===== src/rtl/counter_drv_pkg.sv =====
// rtl/counter_drv_pkg.sv - shared command/state encodings and default widths for the counter driver
package counter_drv_pkg;

    localparam int DEF_WIDTH = 8;
    localparam int DEF_ERR_W = 8;

    typedef enum logic [1:0] {
        OP_LOAD  = 2'b00,
        OP_COUNT = 2'b01,
        OP_HOLD  = 2'b10,
        OP_RSVD  = 2'b11
    } cmd_op_e;

    typedef enum logic [1:0] {
        ST_IDLE  = 2'b00,
        ST_LOAD  = 2'b01,
        ST_COUNT = 2'b10,
        ST_HOLD  = 2'b11
    } drv_state_e;

endpackage


===== src/rtl/counter_ref_model.sv =====
// rtl/counter_ref_model.sv - expected-value counter model, comparator and saturating error count
module counter_ref_model
    import counter_drv_pkg::*;
#(
    parameter int WIDTH = DEF_WIDTH,
    parameter int ERR_W = DEF_ERR_W
) (
    input  logic             clk,
    input  logic             reset,
    input  logic             load,
    input  logic             enable,
    input  logic [WIDTH-1:0] data,
    input  logic [WIDTH-1:0] cout,
    output logic [WIDTH-1:0] exp_count,
    output logic             mismatch,
    output logic [ERR_W-1:0] err_cnt
);

    logic [WIDTH-1:0] exp_count_q, exp_count_d;
    logic             synced_q, synced_d;
    logic             mismatch_q, mismatch_d;
    logic [ERR_W-1:0] err_cnt_q, err_cnt_d;

    always_comb begin
        exp_count_d = exp_count_q;
        synced_d    = synced_q;
        mismatch_d  = 1'b0;
        err_cnt_d   = err_cnt_q;
        if (load) begin
            exp_count_d = data;
            synced_d    = 1'b1;
        end else if (enable) begin
            exp_count_d = exp_count_q + WIDTH'(1);
        end
        // Compare only once a LOAD has given the model a known starting point.
        if (synced_q && (cout != exp_count_q)) begin
            mismatch_d = 1'b1;
            if (err_cnt_q != {ERR_W{1'b1}}) begin
                err_cnt_d = err_cnt_q + ERR_W'(1);
            end
        end
    end

    always_ff @(posedge clk or posedge reset) begin
        if (reset) begin
            exp_count_q <= '0;
            synced_q    <= 1'b0;
            mismatch_q  <= 1'b0;
            err_cnt_q   <= '0;
        end else begin
            exp_count_q <= exp_count_d;
            synced_q    <= synced_d;
            mismatch_q  <= mismatch_d;
            err_cnt_q   <= err_cnt_d;
        end
    end

    assign exp_count = exp_count_q;
    assign mismatch  = mismatch_q;
    assign err_cnt   = err_cnt_q;

endmodule


===== src/rtl/counter_cmd_driver.sv =====
// rtl/counter_cmd_driver.sv - command-driven load/enable sequencer for an external counter with checking
module counter_cmd_driver
    import counter_drv_pkg::*;
#(
    parameter int WIDTH = DEF_WIDTH,
    parameter int ERR_W = DEF_ERR_W
) (
    input  logic             clk,
    input  logic             reset,
    input  logic             cmd_valid,
    output logic             cmd_ready,
    input  logic [1:0]       cmd_op,
    input  logic [WIDTH-1:0] cmd_arg,
    output logic             load,
    output logic             enable,
    output logic [WIDTH-1:0] data,
    input  logic [WIDTH-1:0] cout,
    output logic [WIDTH-1:0] exp_count,
    output logic             mismatch,
    output logic             bad_cmd,
    output logic [ERR_W-1:0] err_cnt,
    output logic             busy
);

    drv_state_e       state_q, state_d;
    logic [WIDTH-1:0] cnt_q, cnt_d;
    logic [WIDTH-1:0] data_q, data_d;
    logic             bad_cmd_q, bad_cmd_d;

    always_ff @(posedge clk or posedge reset) begin
        if (reset) begin
            state_q   <= ST_IDLE;
            cnt_q     <= '0;
            data_q    <= '0;
            bad_cmd_q <= 1'b0;
        end else begin
            state_q   <= state_d;
            cnt_q     <= cnt_d;
            data_q    <= data_d;
            bad_cmd_q <= bad_cmd_d;
        end
    end

    // load/enable are decoded from state so an async reset removes them at once.
    always_comb begin
        state_d   = state_q;
        cnt_d     = cnt_q;
        data_d    = data_q;
        bad_cmd_d = 1'b0;
        cmd_ready = 1'b0;
        load      = 1'b0;
        enable    = 1'b0;
        case (state_q)
            ST_IDLE: begin
                cmd_ready = 1'b1;
                if (cmd_valid) begin
                    case (cmd_op_e'(cmd_op))
                        OP_LOAD: begin
                            data_d  = cmd_arg;
                            state_d = ST_LOAD;
                        end
                        OP_COUNT: begin
                            cnt_d   = cmd_arg;
                            state_d = ST_COUNT;
                        end
                        OP_HOLD: begin
                            cnt_d   = cmd_arg;
                            state_d = ST_HOLD;
                        end
                        default: bad_cmd_d = 1'b1;
                    endcase
                end
            end
            ST_LOAD: begin
                load    = 1'b1;
                state_d = ST_IDLE;
            end
            ST_COUNT: begin
                enable = (cnt_q != '0);
                if (cnt_q <= WIDTH'(1)) begin
                    state_d = ST_IDLE;
                end else begin
                    cnt_d = cnt_q - WIDTH'(1);
                end
            end
            ST_HOLD: begin
                if (cnt_q <= WIDTH'(1)) begin
                    state_d = ST_IDLE;
                end else begin
                    cnt_d = cnt_q - WIDTH'(1);
                end
            end
            default: state_d = ST_IDLE;
        endcase
    end

    assign data    = data_q;
    assign bad_cmd = bad_cmd_q;
    assign busy    = (state_q != ST_IDLE);

    counter_ref_model #(
        .WIDTH (WIDTH),
        .ERR_W (ERR_W)
    ) u_ref_model (
        .clk       (clk),
        .reset     (reset),
        .load      (load),
        .enable    (enable),
        .data      (data_q),
        .cout      (cout),
        .exp_count (exp_count),
        .mismatch  (mismatch),
        .err_cnt   (err_cnt)
    );

endmodule


===== config.mk =====
export PLATFORM = sky130hd
export DESIGN_NAME = counter_cmd_driver
export DESIGN_NICKNAME = d
export VERILOG_FILES = /design/src/rtl/counter_drv_pkg.sv /design/src/rtl/counter_ref_model.sv /design/src/rtl/counter_cmd_driver.sv
export SDC_FILE = /design/constraint.sdc
export NUM_CORES = 1
export LEC_CHECK = 0
export ABC_AREA = 1
export CORE_MARGIN = 1.5
export CORE_UTILIZATION = 51
export CTS_CLUSTER_DIAMETER = 200
export CTS_CLUSTER_SIZE = 28
export DETAILED_ROUTE_END_ITERATION = 6
export GPL_ROUTABILITY_DRIVEN = 0
export PLACE_DENSITY = 0.8
export SLEW_MARGIN = 0
export SYNTH_ARGS = -nofsm -noshare
export SYNTH_HDL_FRONTEND = slang
export SYNTH_SLANG_ARGS = --single-unit

===== constraint.sdc =====
create_clock -name clk -period 1.8 [get_ports clk]
set_clock_uncertainty 0.1 [all_clocks]
set_input_delay 0.45 -clock clk [delete_from_list [all_inputs] [get_ports clk]]
set_output_delay 0.45 -clock clk [all_outputs]
set_load 0.01 [all_outputs]

==> flow_metrics.env <==
export IMPL_rsz0062_at_grt="true"
export IMPL_critical_path_class="register to output pin"
export IMPL_share_of_synthesized_registers_carrying_an_async_set_or_reset=1.00
export IMPL_dieHeight_um=70.9
export IMPL_unique_masters_post_synth=29
export IMPL_setup_slack_ns=-0.0605
export IMPL_yosysTopAreaCellShare=0.394
export IMPL_grt_max_degree=38
export IMPL_grt_ovfl_total=0
export IMPL_yosys_top_cells_area="dfrtp_1 (39%), nand2_1 (16%), nand3_1 (6.0%)"
export IMPL_numPortBuffers=50
export IMPL_worstPathArrival_ns=1.31
export IMPL_cts_bufs_inserted=5
export IMPL_synth_cell_area_um2=2350
export IMPL_clk_transition_reported_paths_ns=0.07
export IMPL_h_tree_level_count=2
export IMPL_timing_final_hold_violations=0
export IMPL_final_min_clock_period_ns=1.86
export IMPL_startpoint_type="register"
export IMPL_cts_hold_buffers=0
export IMPL_timing_max_transition_violations_final=0
export IMPL_synth_largest_area_cell="dfrtp_1"
export IMPL_placement_rows=24
export IMPL_ys_dominant_reg_cell="dfrtp_1"
export IMPL_route_final_wire_length_um=6560
export IMPL_yosysWarningCount=0
export IMPL_pwr_density_nw_per_um2=1730
export IMPL_clk_path_buf_depth=2
export IMPL_dr_max_layer_used="met4"
export IMPL_avgViaCountPerCell=5.27
export IMPL_clock_fmax_mhz=537
export IMPL_worst_pin_slew_ns=0.428
export IMPL_ys_seq_elements=37
export IMPL_setup_violations_final=1
export IMPL_slew_headroom=0.715
export IMPL_max_cap_violations=0
export IMPL_synth_seq_area_share=0.394
export IMPL_met2WireLength_um=3240
export IMPL_synth_fp_nets=353
export IMPL_floorplan_die_width_um=70.9
export IMPL_synth_cells=322
export IMPL_area_overhead_vs_synth_pct=45.5
export IMPL_worstHoldPathType="input pin to asynchronous set/reset pin"
export IMPL_postRouteAntennaNets=0
export IMPL_timing_final_crit_share=1.03
export IMPL_floorplan_initialDensity=0.536
export IMPL_hold_slack_ns=0.397
export IMPL_final_nets=448
export IMPL_clock_root_buffer="clkbuf_8"
export IMPL_insertion_delay_ns=0.29
export IMPL_post_route_m1_wl_um=2910
export IMPL_synthesis_area_per_instance_um2=7.29
export IMPL_drt_first_iter_violations=156
export IMPL_wl_met3_um=327
export IMPL_yosys_top_cells_count="nand2_1 (101), dfrtp_1 (37), inv_1 (37), nand3_1 (28), nor2_1 (21)"
export IMPL_violated_checks="negative setup slack"
export IMPL_synth_enable_flop_cells=0
export IMPL_io_pin_count=51
export IMPL_wire_length_of_the_first_global_routing_pass_um=10800
export IMPL_grtUsageTotal=0.269
export IMPL_fillerInstances=306
export IMPL_antenna_cells_inserted=0
export IMPL_tritoncts_clock_tree="done"
export IMPL_die_area_um2=5020
export IMPL_ir_worst_vdd_mv=1.09
export IMPL_cell_with_the_most_instances_after_synthesis="nand2_1"
export IMPL_timing_critical_path_fanout_max=2
export IMPL_post_dp_hpwl_um=4300
export IMPL_critical_path_endpoint_type="output pin"
export IMPL_tritoncts_num_sinks=37
export IMPL_outcome="finished with violations"
export IMPL_route_detailed_drc=0
export IMPL_antenna_found_initial=0
export IMPL_drtPass1Iterations=4
export IMPL_critPathRequiredTime_ns=1.25
export IMPL_post_drt_wl_per_cell_um=13.9
export IMPL_fraction_of_layout_instances_using_a_drive_strength_above_1=0.230
export IMPL_floorplan_core_area_um2=4380
export IMPL_post_place_ws_ns=-0.323
export IMPL_num_vias=2475
export IMPL_leakage_nw=1.82
export IMPL_first_global_vias=2375
layer usage:
metal | GRT usage | vias up
li1 | - | 1220
met1 | 0.364 | 1165
met2 | 0.438 | 80
met4 | 0.0860 | 0
met5 | 0 | -
met3 | 0.0513 | 10
flip-flops by register name (all words and copies together) (netlist names):
register and count:
data 8, bad_cmd 1, cnt_q 8, state_q 2
u_ref_model.err_cnt 8, u_ref_model.synced_q 1, u_ref_model.mismatch 1, u_ref_model.exp_count 8
final cells by class:
cell class	count	area [um^2]	share of cell area
clock buffers	7	86.3	0.0253
well taps	52	65.1	0.0190
repair buffers	96	862	0.252
clock inverters	1	30.0	0.00879
inverters	43	164	0.0480
multi-input cells	234	1280	0.374
flip-flops and latches	37	932	0.273
what timing repair did:
item	4_1_cts	5_1_grt
endpoints found under the setup margin	27	28
pin swaps	2	6
gates resized for setup	23	24
setup buffers	16	0
per-stage QoR:
| stage | cell area, um^2 | instances | total power, mW | TNS, ns | utilization |
|---|---|---|---|---|---|
| after global routing | 3420 | 470 | 6.41 | -0.232 | 0.779 |
| after global placement | 3120 | 446 | 4.70 | -3.99 | 0.711 |
| after CTS | 3340 | 470 | 5.73 | -0.0505 | 0.763 |
| after detailed placement | 3120 | 446 | 4.81 | -4.84 | 0.711 |
| after floorplan | 2350 | 322 | 3.40 | 0 | - |
| final | 3420 | 470 | 5.92 | -0.0605 | 0.779 |
critical path, stage by stage (launching register included):
cell and delay [ns]:
dfrtp_1 0.41, inv_2 0.09, ha_4 0.13, nand2_2 0.05, o21ai_2 0.15, inv_1 0.05
buf_2 0.14
where the power goes:
group	total, mW	internal (mW)	switching [mW]
logic	3.66	1.75	1.91
registers	1.50	1.21	0.291
clock network	0.762	0.452	0.310
total	5.92	3.41	2.51
placed cells by master, fill, tap and decap left out, types with 9 or more instances in the layout:
cell type         n
nand4_1          11
o21ai_0          17
clkdlybuf4s50_1  34
o21ai_1          10
dfrtp_1          32
inv_1            33
dlygate4sd2_1     9
inv_2             9
nand3_1          27
nand2_1          99
buf_4            42
nor2_1           19
kinds of logic (layout without fill, tap and decap cells):
group / count (synthesis) / after routing / share of synthesized area
xor+xnor: 7 / 7 / 0.0261
compound gates: 42 / 42 / 0.102
simple gates: 174 / 174 / 0.330
fa+ha+maj: 10 / 10 / 0.0533
flops: 37 / 37 / 0.394
mux: 1 / 1 / 0.00479
buf+inv: 51 / 147 / 0.0895
path summary, 6_finish.rpt:
path,start,to,slack [ns],cells after the start
max,cnt_q[0],enable,-0.06,6
min,reset,u_ref_model.err_cnt[7],0.40,3
max reg2reg,state_q[1],cnt_q[2],0.06,10
min reg2reg,data[0],data[0],0.45,2
max in group asynchronous,reset,u_ref_model.exp_count[4],0.99,3
min in group clk,data[0],data[0],0.45,2
Power figures use the tool's default switching activity.
==> edit (same flow settings) <==
The package constant `DEF_ERR_W` goes from 8 to 12.
--- a/src/rtl/counter_drv_pkg.sv
+++ b/src/rtl/counter_drv_pkg.sv
@@ -4,3 +4,3 @@
     localparam int DEF_WIDTH = 8;
-    localparam int DEF_ERR_W = 8;
+    localparam int DEF_ERR_W = 12;
 
Interface: changed (resized err_cnt); port bits go from 51 to 55. No check against the original RTL was run, so the function may have changed too.
==> edit against the original RTL <==
The run still ends with negative setup slack left; non-clock buffer count is 17 higher; utilization down 1.1 points; synthesized cell count grew 16%; design area increased by 13%; area after synthesis increased by 13%; sequential cell count increased by 4; wire length increased by 7.7%; via count rose by 13%; count of clock-buffer cells in the layout is 1 higher; worst setup slack worse by 0.0016 ns; highest routed layer unchanged.
Power is left out: it rests on default switching activity, and per cell area and clock period it moved more than threefold.
==> edit: results (changes against the original RTL) <==
* Status: complete, but fails checks
* Failing checks: negative setup slack
* Met2 usage at 44.15% (+0.33 points)
* DRT iter0 DRCs at 205 (+31%)
* Critical Path Max Stage Delay at 0.41 ns (about the same)
* WL met2 at 3542 um (+9.4%)
* Clock Latency Late Sink at 0.30 ns
* Library cells used by synthesis at 29 (unchanged)
* Final Setup Violations at 1 (unchanged)
* Final Max Slew Viols at 0 (unchanged)
* FP Rows at 26 (+8.3%)
* First-pass GRT wire length at 11,430 um (+5.5%)
* Most frequent cells after synthesis: nand2_1, inv_1, dfrtp_1
* Fillers at 355 (+16%)
* GRT Resource Usage Total at 26.61% (-0.27 points)
* Main synth FF type: dfrtp_1
* GR Layer Usage met1 at 35.90% (-0.50 points)
* Critical path origin: cnt_q[4]$_DFFE_PP0P_
* Largest net degree at the start of global routing at 42 (+11%)
* CP max FO at 2 (unchanged)
* H-tree depth at 2 (unchanged)
* Routed WL at 7059 um (+7.7%)
* Synthesized netlist net count at 403 (+14%)
* Reg2reg path depth at 13 (+3)
* Met3 wire length at 331 um (+1.2%)
* Fraction of layout cells with a size suffix above 1 at 24.90% (+1.9 points)
* Crit Reg-Reg Endpoint: cnt_q[7]$_DFFE_PP0P_
* Cell family contributing the most delay on the critical path: flip-flops
* Diodes inserted at 0 (unchanged)
* Largest cells by area after synthesis: dfrtp_1, nand2_1, inv_1
* PortBufs at 54 (+8.0%)
* DR pass1 iterations at 4 (unchanged)
* CTS clock-pin slew for the worst setup and hold paths at 0.08 ns
* Setup crit end: enable
* Most common cell in the netlist: nand2_1
* Overall via count from detail_route at 2,806 (+13%)
* TritonCTS Buffers at 5 (unchanged)
* Final #Nets at 516 (+15%)
* M1 WL at 3115 um (+6.9%)
* Worst hold slack at 0.4021 ns (+0.005101 ns)
* Worst reg2reg setup slack at 0.05 ns
* Setup WS pre-CTS at -0.2988 ns (+0.02440 ns)
* Worst Tran Pin Value at 0.3828 ns (-0.04488 ns)
* Highest metal used: met4
* HPWL Detailed at 4788 um (+11%)
* Final WS setup at -0.06211 ns (-0.001613 ns)
* TNS Setup at -0.06211 ns (-0.001613 ns)
* Met3 GRT Util at 4.685% (-0.44 points)
* YS warnings at 0 (unchanged)
* Sequential share of the synthesized area at 38.79% (-0.64 points)
* Vias in the first global route at 2,566 (+8.0%)
edit: cell families after synthesis:
group / after synthesis / synth area share (%)
simple gates: 212 / 35.01
flops: 41 / 38.79
xor+xnor: 6 / 1.987
fa+ha+maj: 10 / 4.730
buf+inv: 58 / 8.988
compound gates: 43 / 9.650
mux: 2 / 0.8514
edit: metrics by stage:
| step | cell area, um^2 | instances |
|---|---|---|
| after floorplan | 2645 | 372 |
| after global placement | 3468 | 519 |
| after detailed placement | 3468 | 519 |
| after CTS | 3774 | 555 |
| after global routing | 3875 | 556 |
| final | 3875 | 556 |
edit: repair_timing:
item                       in CTS  in global routing
cloned                          0                  1
gates resized for setup        29                 40
setup buffers                  29                  2
pin swaps                       7                 12
setup endpoints to repair      25                 30
hold buffers                    0                  0
edit: cell type report:
cell class	count	share of cell area (%)
clock buffer	8	2.067
timing repair inverter	1	0.1614
multi-input combinational	273	37.78
sequential	41	26.67
tap	70	2.260
timing repair buffer	113	26.03
inverter	50	5.037
